===== src/rtl/dii_pkg.sv =====
// dii_pkg: shared DII flit constants, header layout and packetizer state encoding.
package dii_pkg;
  localparam int DII_FLIT_W = 16;
  localparam logic [1:0] TYPE_REG = 2'd0;
  localparam logic [1:0] TYPE_PLAIN = 2'd1;
  localparam logic [1:0] TYPE_EVENT = 2'd2;
  localparam int HDR_TYPE_LSB = 14;
  localparam int HDR_TYPE_W = 2;
  localparam int HDR_SUB_LSB = 10;
  localparam int HDR_SUB_W = 4;
  typedef enum logic [1:0] {ST_IDLE, ST_SRC, ST_HDR, ST_PAYLOAD} state_t;
  function automatic logic [DII_FLIT_W-1:0] hdr_flit(input logic [HDR_TYPE_W-1:0] t, input logic [HDR_SUB_W-1:0] s);
    logic [DII_FLIT_W-1:0] f;
    f = '0;
    f[HDR_TYPE_LSB +: HDR_TYPE_W] = t;
    f[HDR_SUB_LSB +: HDR_SUB_W] = s;
    return f;
  endfunction
endpackage


===== src/rtl/dii_flit_reg.sv =====
// dii_flit_reg: single-entry valid/ready output register holding one flit and its last flag.
module dii_flit_reg
  import dii_pkg::*;
#(
  parameter int W = DII_FLIT_W
) (
  input  logic         clk,
  input  logic         rst,
  input  logic         i_load,
  input  logic [W-1:0] i_data,
  input  logic         i_last,
  input  logic         i_ready,
  output logic         o_load_en,
  output logic         o_valid,
  output logic [W-1:0] o_data,
  output logic         o_last
);
  logic         r_valid;
  logic [W-1:0] r_data;
  logic         r_last;
  assign o_load_en = !r_valid || i_ready;
  assign o_valid = r_valid;
  assign o_data = r_data;
  assign o_last = r_last;
  always_ff @(posedge clk or posedge rst) begin
    if (rst) begin
      r_valid <= 1'b0;
      r_data <= '0;
      r_last <= 1'b0;
    end else if (o_load_en) begin
      r_valid <= i_load;
      if (i_load) begin
        r_data <= i_data;
        r_last <= i_last;
      end
    end
  end
endmodule


===== src/rtl/dii_packetizer.sv =====
// dii_packetizer: builds one DII packet (DEST, SRC, HDR, payload) per request
// and streams it through a registered valid/ready output stage.
module dii_packetizer
  import dii_pkg::*;
#(
  parameter int MAX_PAYLOAD = 8,
  parameter int LEN_W = 4
) (
  input  logic             clk,
  input  logic             rst,
  input  logic [15:0]      id,
  input  logic             req_valid,
  output logic             req_ready,
  input  logic [15:0]      req_dest,
  input  logic [1:0]       req_type,
  input  logic [3:0]       req_subtype,
  input  logic [LEN_W-1:0] req_len,
  input  logic             pl_valid,
  output logic             pl_ready,
  input  logic [15:0]      pl_data,
  output logic             out_valid,
  input  logic             out_ready,
  output logic [15:0]      out_data,
  output logic             out_last,
  output logic             len_err
);
  localparam logic [LEN_W-1:0] MAX_L = LEN_W'(MAX_PAYLOAD);
  localparam logic [LEN_W-1:0] ONE_L = LEN_W'(1);
  state_t           r_state;
  logic [15:0]      r_id;
  logic [1:0]       r_type;
  logic [3:0]       r_sub;
  logic [LEN_W-1:0] r_len;
  logic [LEN_W-1:0] r_cnt;
  logic             r_len_err;
  logic             w_load_en;
  logic             w_req_fire;
  logic             w_pl_fire;
  logic             w_over;
  logic [LEN_W-1:0] w_len_eff;
  logic             w_load;
  logic [15:0]      w_data;
  logic             w_last;
  assign w_over = req_len > MAX_L;
  assign w_len_eff = w_over ? MAX_L : req_len;
  assign req_ready = !rst && r_state == ST_IDLE && w_load_en;
  assign pl_ready = !rst && r_state == ST_PAYLOAD && w_load_en;
  assign w_req_fire = req_valid && req_ready;
  assign w_pl_fire = pl_valid && pl_ready;
  assign len_err = r_len_err;
  // Next flit is chosen by the state that is about to be left, so each state emits its own flit.
  always_comb begin
    w_load = w_req_fire || w_pl_fire || (w_load_en && (r_state == ST_SRC || r_state == ST_HDR));
    w_data = r_state == ST_IDLE ? req_dest :
             r_state == ST_SRC  ? r_id :
             r_state == ST_HDR  ? hdr_flit(r_type, r_sub) : pl_data;
    w_last = (r_state == ST_HDR && r_len == '0) || (r_state == ST_PAYLOAD && r_cnt == ONE_L);
  end
  always_ff @(posedge clk or posedge rst) begin
    if (rst) begin
      r_state <= ST_IDLE;
      r_id <= '0;
      r_type <= '0;
      r_sub <= '0;
      r_len <= '0;
      r_cnt <= '0;
      r_len_err <= 1'b0;
    end else begin
      r_len_err <= w_req_fire && w_over;
      case (r_state)
        ST_IDLE: if (w_req_fire) begin
          r_id <= id;
          r_type <= req_type;
          r_sub <= req_subtype;
          r_len <= w_len_eff;
          r_state <= ST_SRC;
        end
        ST_SRC: if (w_load_en) r_state <= ST_HDR;
        ST_HDR: if (w_load_en) begin
          r_cnt <= r_len;
          r_state <= r_len == '0 ? ST_IDLE : ST_PAYLOAD;
        end
        ST_PAYLOAD: if (w_pl_fire) begin
          r_cnt <= r_cnt - ONE_L;
          if (r_cnt == ONE_L) r_state <= ST_IDLE;
        end
        default: r_state <= ST_IDLE;
      endcase
    end
  end
  dii_flit_reg #(.W(DII_FLIT_W)) u_out (
    .clk(clk),
    .rst(rst),
    .i_load(w_load),
    .i_data(w_data),
    .i_last(w_last),
    .i_ready(out_ready),
    .o_load_en(w_load_en),
    .o_valid(out_valid),
    .o_data(out_data),
    .o_last(out_last)
  );
endmodule

===== config.mk =====
export PLATFORM = sky130hd
export DESIGN_NAME = dii_packetizer
export DESIGN_NICKNAME = d
export VERILOG_FILES = /design/src/rtl/dii_pkg.sv /design/src/rtl/dii_flit_reg.sv /design/src/rtl/dii_packetizer.sv
export SDC_FILE = /design/constraint.sdc
export NUM_CORES = 1
export LEC_CHECK = 0
export BUFFER_PORTS_ARGS = -buffer_cell sky130_fd_sc_hd__buf_2
export CAP_MARGIN = 20
export CORE_UTILIZATION = 25
export DETAILED_ROUTE_END_ITERATION = 16
export PLACE_DENSITY = 0.57
export RECOVER_POWER = 25
export SLEW_MARGIN = 20
export SYNTH_ARGS = -nofsm -noshare
export SYNTH_HDL_FRONTEND = slang
export SYNTH_SLANG_ARGS = --single-unit

===== constraint.sdc =====
create_clock -name clk -period 2 [get_ports clk]
set_clock_uncertainty 0.05 [all_clocks]
set_input_delay 0.2 -clock clk [delete_from_list [all_inputs] [get_ports clk]]
set_output_delay 0.2 -clock clk [all_outputs]
set_load 0.005 [all_outputs]

==> flow_summary_export.csv, run 1 <==
group,metric,value,unit
run_status,outcome,"completed",
setup_path,cp_data_arrival_time,2.06,ns
setup_path,path_cells,"inv_2 > buf_4 > ha_2 > buf_6 > mux2_2 > mux2i_1 > o21ai_0 > mux2_2",
yosys,syn_avg_cell_area,11.76,um^2
setup_path,ff2ff_setup_slack,0.09,ns
yosys,synth-seq-area-share,0.4846,
cts,clock-sinks,51,
setup_path,end_kind,"register",
die,coreArea,10280,um^2
yosys,netlist_area,2634,um^2
yosys,ys_warn_count,0,
worst_hold_path,min_from,"id[10]",
drt,firstDrtPassIters,4,
pwr,p_int,3.443,mW
die,start_util,0.2563,
global_routing,grt_max_degree,54,
global_routing,grt.total_usage,0.1267,
setup_path,path_common_cell,"mux2_2",
pwr,p_sw,1.897,mW
pwr,vdd_ir_drop_max,0.4562,mV
pwr,power.leakage,1.616,nW
die,die_h,104.6,um
sta,slew_viol_final,0,
yosys,synthCells,224,
drt,drt_iter0_drc,133,
drt,postRouteAntennaNets,0,
worst_hold_path,holdPathStages,2,
yosys,synth_seq_cells,51,
placement,dp_cells,443,
setup_path,worstPathMaxFanout,7,
finish,fin_nets,385,
sta,fmax,0.5229,GHz
placement,gp_congestion,0.7904,
setup_path,worst-path-stages,8,
cts,root_buffer,"clkbuf_8",
finish,multi_input_comb_area,1281,um^2
drt,wirelength,6665,um
setup_path,cp_slowest_cell,"dfrtp_1",
die,die_x,104.6,um
die,num_rows,37,
finish,fin_util,0.3313,
finish,stdcell_count,452,
drt,wl_per_cell,14.75,um
pwr,p_per_area,1568,nW/um^2
drt,vias,2034,
global_routing,grt_pass1_wl,10940,um
yosys,yosysTopAreaCellShare,0.4846,
yosys,synth.area.top_cells,"dfrtp_1 48%, mux2_2 15%, mux2_4 5.7%, o21ai_0 4.6%, ha_1 3.3%",
sta,hold_viol_final,0,
cts,insertion_delay,0.30,ns
finish,num_antenna_cells,0,
drt,vias_per_cell,4.500,
setup_path,critical_path_class,"reg2reg",
setup_path,worst-path-buf-inv,3,
setup_path,cp.required,2.14,ns
cts,clk_pin_slew,0.10,ns
cts,cts_tree,"built",
finish,drive_above_1_share,0.4968,
global_routing,grt_overflow,0,
die,ios,84,
sta,setup_viol,0,
finish,fillers,1088,
pwr,combPwrFrac,0.512,
sta,slew_headroom,0.5481,
yosys,synth_fp_nets,294,
cts,cts_hold_buf,0,
setup_path,critical-path-top-delay-family,"multiplexers",
placement,hpwl,4849,um
global_routing,grt_pass1_vias,2170,
setup_path,worstSetupStartpoint,"r_state[0]",
setup_path,reg2reg_depth,8,
yosys,synth_top_cell_by_area,"dfrtp_1",
sta,rsz0062_at_grt,"false",
yosys,synthDistinctLibCells,33,
global_routing,antenna_found_initial,0,
setup_path,cpPeakStageDelay,0.43,ns
drt,remaining_drc_errors,0,
placement,portBuffers,83,
setup_path,r2r_start,"r_state[0]",
flow_run,maxCapViolations,0,
finish,regArea,1276,um^2
cts,cts_buffer_depth,2,
sta,setup-tns-final,0,ns
worst_hold_path,min_path_type,"in2reg",
sta,fin_crit_sh,0.9562,
pwr,switching_share,0.3552,
setup_path,start_kind,"register",
die,dieArea,10950,um^2
sta,worst_pin_slew,0.6779,ns
finish,area_growth,29.26,%
pwr,clock_power_share,0.140,
pwr,seq_power_share,0.348,
sta,period_needed,1.912,ns
cts,cts_buffers,5,
cts,htreeDepth,2,
## through the flow
stage          setup WS, ns  cell area (um^2)  total power [mW]  hold WS (ns)
2_1_floorplan      -0.05775              2646             3.739        0.2194
3_3_place_gp       0.002710              3252             4.446        0.3829
3_5_place_dp       -0.08586              3252             4.523        0.3858
4_1_cts             0.01303              3390             5.358       0.05800
5_1_grt            0.001902              3405             5.760       0.05877
6_report            0.08754              3405             5.340       0.06824
## worst reg2reg max path, delay by kind of cell (launching register included)
family          cells  cell delay, ns
compound gates      1            0.09
fa+ha+maj           1            0.19
buf+inv             3            0.32
flops               1            0.43
mux                 3            0.72
## layer usage
metal | GRT usage | share of wire | vias to the layer above
met4 | 0.03320 | 0.011 | 0
met1 | 0.1582 | 0.45 | 1013
li1 | - | - | 981
met2 | 0.2252 | 0.51 | 35
met5 | 0 | 0 | -
met3 | 0.02121 | 0.029 | 5
## area by class of cell
cell class	instances	area share
multi-input combinational	155	0.3763
sequential	51	0.3749
timing repair buffer	96	0.1573
tap	136	0.04998
clock buffer	6	0.02426
clock inverter	2	0.01029
inverter	6	0.006983
## final timing paths
path	endpoint
max in group asynchronous	r_id[2]
max	u_out.o_data[11]
min in group asynchronous	r_cnt[3]
max reg2reg	u_out.o_data[11]
min	r_id[10]
min reg2reg	r_sub[0]
## synthesized netlist by cell type (all sizes together)
master   instances
nor2             6
inv              6
o22a             3
a21oi            3
ha               7
nand2           22
buf              8
a31oi            2
nand3            1
a41oi            1
mux2i            7
nand4bb          1
clkbuf           4
nand4            1
mux2            46
and3b            1
nor2b            3
and2b            1
dfrtp           51
nor4             1
nand2b           6
or3              1
a32o             1
o21ai           25
and3             3
a22oi           10
o31ai            3
## power groups by stage
stage                     Clock (mW)  Sequential (mW)  Combinational, mW
after floorplan                    0             1.80               1.93
after CTS                      0.781             1.86               2.72
after detailed placement           0             1.88               2.65
after global placement             0             1.86               2.58
after global routing           0.818             1.92               3.02
final                          0.749             1.86               2.73
## state kept, by name (all words and copies together), names as in the netlist
register / cells
len_err: 1
r_cnt: 4
r_id: 16
r_len: 4
r_state: 2
r_sub: 4
r_type: 2
u_out.o_data: 16
u_out.o_last: 1
u_out.o_valid: 1
## logic make-up (layout without fill, tap and decap cells)
logic type      count (synthesis)  after routing  share of synthesized area
buf+inv                        18            110                    0.03515
mux                            53             53                     0.2375
flops                          51             51                     0.4846
compound gates                 48             48                     0.1164
simple gates                   47             47                    0.09311
fa+ha+maj                       7              7                    0.03325
## what timing repair did
action	in CTS	in global routing
gates cloned	0	0
endpoints found under the setup margin	17	17
setup buffers	1	0
gates resized for setup	0	7
pin swaps	1	0
## layout by cell type, fill, tap and decap left out, types with 2 or more instances in the layout
master / instances
a21oi_1: 2
a22oi_1: 10
a31oi_1: 2
and3_1: 3
buf_2: 82
buf_4: 9
buf_6: 3
clkbuf_8: 6
dfrtp_1: 51
ha_1: 6
inv_1: 4
mux2_2: 36
mux2_4: 10
mux2i_1: 7
nand2_1: 22
nand2b_1: 5
nor2_1: 4
nor2b_1: 3
o21ai_0: 23
o21ai_1: 2
o22a_1: 3
o31ai_1: 3
(Power assumes the default switching activity.)
==> inputs of run 2 (changes only) <==
Settings changed: CORE_ASPECT_RATIO set to 0.8, PLACE_DENSITY 0.57 to 0.55.
Clock period 2 ns to 2.08 ns, I/O delays scaled along.
==> flow_summary_export.csv, run 2 (synthesis gave the netlist of run 1 again) <==
group,metric,value,unit
run_status,outcome,"completed",
sta,hold_viol_final,0,
die,coreArea,10240,um^2
global_routing,grt_max_degree,54,
pwr,vdd_ir_drop_max,0.4774,mV
finish,fin_nets,387,
cts,clk_pin_slew,0.07,ns
global_routing,antenna_found_initial,0,
finish,fin_util,0.3370,
setup_path,critical_path_class,"reg2out",
cts,cts_tree,"built",
setup_path,cp_data_arrival_time,1.65,ns
placement,gp_congestion,0.7576,
cts,insertion_delay,0.28,ns
drt,vias_per_cell,4.308,
sta,fin_ws,0.1753,ns
global_routing,grt.total_usage,0.1197,
placement,portBuffers,83,
flow_run,maxCapViolations,0,
finish,mostFrequentLayoutCell,"buf_2",
pwr,p_per_area,1506,nW/um^2
sta,fin_crit_sh,0.9157,
die,die_h,93.81,um
finish,final_cell_mix,"82 x buf_2, 51 x dfrtp_1, 36 x mux2_2",
drt,remaining_drc_errors,0,
global_routing,grt_overflow,0,
finish,area_growth,31.02,%
die,num_rows,33,
worst_hold_path,min_path_type,"in2reg",
cts,cts_buffer_depth,2,
sta,fmax,0.5250,GHz
setup_path,cp.required,1.82,ns
setup_path,start_kind,"register",
sta,slew_viol_final,0,
cts,htreeDepth,2,
drt,vias,1973,
setup_path,worstPathMaxFanout,34,
die,die_x,116.8,um
global_routing,grt_pass1_wl,10130,um
finish,num_antenna_cells,0,
die,ios,84,
cts,root_buffer,"clkbuf_16",
drt,wirelength,6350,um
pwr,power.leakage,1.636,nW
drt,postRouteAntennaNets,0,
sta,worst_pin_slew,0.6810,ns
global_routing,grt_pass1_vias,1963,
cts,clock-sinks,51,
sta,rsz0062_at_grt,"false",
die,dieArea,10950,um^2
sta,slew_headroom,0.5460,
sta,setup_viol,0,
cts,cts_buffers,5,
placement,hpwl,4639,um
drt,firstDrtPassIters,4,
placement,dp_slack,0.02183,ns
die,start_util,0.2572,
sta,period_needed,1.905,ns
drt,wl_per_cell,13.86,um
drt,drt_iter0_drc,55,
setup_path,end_kind,"primary output",
sta,setup-tns-final,0,ns
finish,drive_above_1_share,0.4906,
run 2: changes by cell type in the layout (fill, tap and decap cells not counted), moves of 2 or more:
| cell | before | now |
|---|---|---|
| buf_6 | 3 | 1 |
| clkbuf_8 | 6 | 0 |
| buf_4 | 9 | 12 |
| clkbuf_16 | 0 | 5 |
run 2: where the power goes:
| group | internal [mW] | total [mW] | switching, mW | leakage, nW |
|---|---|---|---|---|
| Clock | 0.445 | 0.800 | 0.355 | 0.0669 |
| Combinational | 1.46 | 2.62 | 1.16 | 0.944 |
| Sequential | 1.49 | 1.77 | 0.287 | 0.625 |
| Total | 3.39 | 5.20 | 1.80 | 1.64 |
run 2: final cells by class:
type	instances	area (um^2)
inverter	6	23.77
timing repair buffer	98	555.5
multi-input combinational	155	1279
clock buffer	6	128.9
tap	140	175.2
clock inverter	2	12.51
sequential	51	1276
fill	1101	6789
run 2: timing repair:
| item | 4_1_cts | 5_1_grt |
|---|---|---|
| setup endpoints to repair | 0 | 17 |
| buffers inserted | 0 | 3 |
| resized for setup | 0 | 2 |
| hold buffers | 0 | 0 |
run 2: routing by layer:
metal | routed length (um) | global-route usage | share of wire
met2 | 2957 | 0.1938 | 0.47
met5 | 0 | 0 | 0
met4 | 40 | 0.02215 | 0.0063
met3 | 239 | 0.02323 | 0.038
met1 | 3112 | 0.1663 | 0.49
run 2: worst max-delay path, stage by stage, from the launching register on:
cell,delay [ns]
dfrtp_1,0.41
inv_1,0.09
ha_1,0.21
buf_4,0.34
and3_1,0.21
buf_2,0.11
run 2: through the flow:
stage	cells	hold WS, ns	power, mW	area [um^2]
2_1_floorplan	224	0.2274	3.595	2646
3_3_place_gp	447	0.3909	4.269	3269
3_5_place_dp	447	0.3947	4.334	3269
4_1_cts	455	0.09741	5.152	3411
5_1_grt	458	0.09731	5.632	3451
6_report	458	0.1029	5.197	3451
run 2: path summary, 6_finish.rpt:
check | slack [ns] | depth (start not counted) | start | end
worst max-delay path | 0.18 | 5 | r_state[1] | req_ready
worst min-delay path | 0.10 | 2 | id[13] | r_id[13]
worst max register to register | 0.19 | 8 | r_state[0] | u_out.o_data[11]
max in group asynchronous | 1.33 | 3 | rst | r_id[9]
worst min register to register | 0.45 | 1 | r_sub[1] | r_sub[1]
min in group asynchronous | 0.21 | 3 | rst | u_out.o_valid
==> inputs of run 3 (changes only) <==
Settings changed: GPL_ROUTABILITY_DRIVEN set to 0, SYNTH_HIERARCHICAL set to 1.
==> flow_summary_export.csv, run 3 <==
group,metric,value,unit
cts,root_buffer,"clkbuf_16",
placement,dpl_cell_area,3324,um^2
sta,fin_crit_sh,0.9495,
pwr,power.leakage,1.761,nW
sta,period_needed,1.975,ns
die,start_util,0.2611,
sta,rsz0062_at_grt,"false",
yosys,synth_common_cells,"51 x dfrtp_1, 32 x mux2_4, 22 x nand2_1",
pwr,p_int,3.472,mW
pwr,combPwrFrac,0.491,
cts,clock-sinks,51,
sta,fin_ws,0.1051,ns
setup_path,end_kind,"register",
worst_hold_path,min_path_type,"in2reg",
cts,clk_pin_slew,0.07,ns
yosys,synthDistinctLibCells,43,
yosys,netlist_area,2728,um^2
yosys,synthFlopType,"dfrtp_1",
drt,vias,2012,
drt,wirelength,6833,um
cts,cts_buffers,5,
yosys,syn_avg_cell_area,11.81,um^2
global_routing,grt.total_usage,0.1256,
flow_run,maxCapViolations,0,
yosys,synth_seq_cells,51,
die,ios,84,
finish,fin_nets,391,
setup_path,cp_data_arrival_time,2.10,ns
global_routing,grt_max_degree,32,
die,num_rows,33,
yosys,synth.most_common_cell,"dfrtp_1",
finish,final_cell_mix,"76 x buf_2, 51 x dfrtp_1, 32 x mux2_4",
sta,setup_viol,0,
die,die_x,118.8,um
finish,num_antenna_cells,0,
yosys,async_flop_share,1.000,
global_routing,grt_pass1_wl,10830,um
finish,fillers,1085,
drt,wl_per_cell,14.76,um
cts,post-cts-setup-buffers,0,
cts,cts_tree,"built",
global_routing,top_usage_layer,"met1",
pwr,switching_share,0.3544,
drt,firstDrtPassIters,4,
yosys,synth-seq-area-share,0.4679,
finish,fin_area,3503,um^2
finish,area_growth,28.44,%
finish,drive_above_1_share,0.4489,
cts,htreeDepth,2,
finish,mostFrequentLayoutCell,"buf_2",
drt,drt_iter0_drc,62,
setup_path,critical_path_class,"in2reg",
cts,insertion_delay,0.28,ns
drt,remaining_drc_errors,0,
global_routing,grt_pass1_vias,1933,
drt,vias_per_cell,4.346,
global_routing,met1_usage,0.1908,
yosys,synth.area.top_cells,"dfrtp_1 47%, mux2_4 18%, a22oi_1 3.0%, nand2_1 3.0%, o21ai_0 2.9%",
pwr,seq_power_share,0.335,
yosys,synth_top_cell_by_area,"dfrtp_1",
placement,hpwl,5476,um
yosys,yosysTopAreaCellShare,0.4679,
yosys,synth_fp_nets,300,
global_routing,antenna_found_initial,0,
die,die_h,95.43,um
pwr,p_sw,1.906,mW
cts,cts_buffer_depth,2,
run_status,outcome,"completed",
global_routing,grt_use_met2,0.1740,
die,coreArea,10450,um^2
yosys,synth_edf_count,0,
pwr,vdd_ir_drop_max,0.4545,mV
yosys,synthCells,231,
global_routing,met3_usage,0.02572,
sta,fmax,0.5064,GHz
pwr,clock_power_share,0.173,
drt,postRouteAntennaNets,0,
pwr,p_per_area,1535,nW/um^2
setup_path,worstPathMaxFanout,17,
die,dieArea,11330,um^2
placement,dp_slack,0.03430,ns
sta,slew_headroom,0.4703,
sta,setup-tns-final,0,ns
sta,hold_viol_final,0,
sta,worst_pin_slew,0.7945,ns
placement,portBuffers,83,
setup_path,start_kind,"input port",
setup_path,cp.required,2.20,ns
global_routing,grt_overflow,0,
sta,slew_viol_final,0,
yosys,ys_warn_count,6,
==> run 3: cell count changes after synthesis, sizes merged, moves of 3 or more <==
cell	change
a21oi	+6
and3	-3
mux2	-6
nor2	+5
==> run 3: timing repair <==
action | 4_1_cts | 5_1_grt
hold endpoints to repair | 2 | 0
endpoints found under the setup margin | 0 | 9
resized for setup | 0 | 2
hold buffers | 1 | 0
==> run 3: metrics by stage <==
step / util / std cells / total power, mW / hold slack (ns)
2_1_floorplan: - / 231 / 3.715 / 0.09657
3_3_place_gp: 0.3182 / 454 / 4.415 / 0.05005
3_5_place_dp: 0.3182 / 454 / 4.477 / 0.05414
4_1_cts: 0.3354 / 463 / 5.425 / 0.07555
5_1_grt: 0.3354 / 463 / 5.799 / 0.07865
6_report: 0.3354 / 463 / 5.378 / 0.08052
==> run 3: area by class of cell <==
class	count	area (um^2)	area share
Clock inverter	3	43.79	0.01250
Sequential cell	51	1276	0.3643
Multi-Input combinational cell	159	1341	0.3829
Timing Repair Buffer	97	511.7	0.1461
Clock buffer	5	125.1	0.03571
Inverter	8	30.03	0.008571
Tap cell	140	175.2	0.05000
==> run 3: per-layer routing <==
metal,up-vias,wire [um],part of all wire
li1,1004,-,-
met1,945,3667,0.54
met2,58,2788,0.41
met3,5,310,0.045
met4,0,68,0.010
met5,-,0,0
==> run 3: path summary, 6_finish.rpt <==
| kind | start | slack [ns] | to | cells past startpoint |
|---|---|---|---|---|
| setup reg to reg | r_state[0] | 0.14 | u_out/o_data[11] | 8 |
| hold / removal | id[14] | 0.08 | r_id[14] | 2 |
| setup / recovery | rst | 0.11 | u_out/o_data[12] | 8 |
| hold reg to reg | r_id[14] | 0.46 | r_id[14] | 1 |
| max in group asynchronous | rst | 0.72 | r_id[6] | 4 |
| min in group asynchronous | rst | 0.30 | r_id[0] | 3 |
==> run 3: logic make-up (layout without fill, tap and decap cells) <==
kind of cell    count (synthesis)  count (layout)  share of synthesized area
compound gates                 56              56                     0.1294
fa+ha+maj                       6               6                    0.02752
buf+inv                        21             113                    0.04449
flops                          51              51                     0.4679
mux                            47              47                     0.2349
simple gates                   50              50                    0.09588
==> run 3: worst max-delay path, stage by stage <==
cell and delay [ns]:
dlygate4sd3_1 0.52, buf_2 0.13, and2b_2 0.22, and2_1 0.16, a22oi_1 0.13, nand2_1 0.17, nand2_8 0.20, mux2_2 0.36
==> run 3: power groups by stage <==
stage / clock network (mW) / registers, mW / logic, mW
after floorplan: 0 / 1.73 / 1.98
after global placement: 0 / 1.83 / 2.59
after detailed placement: 0 / 1.82 / 2.65
after CTS: 0.957 / 1.80 / 2.66
after global routing: 0.992 / 1.87 / 2.93
final: 0.932 / 1.80 / 2.64
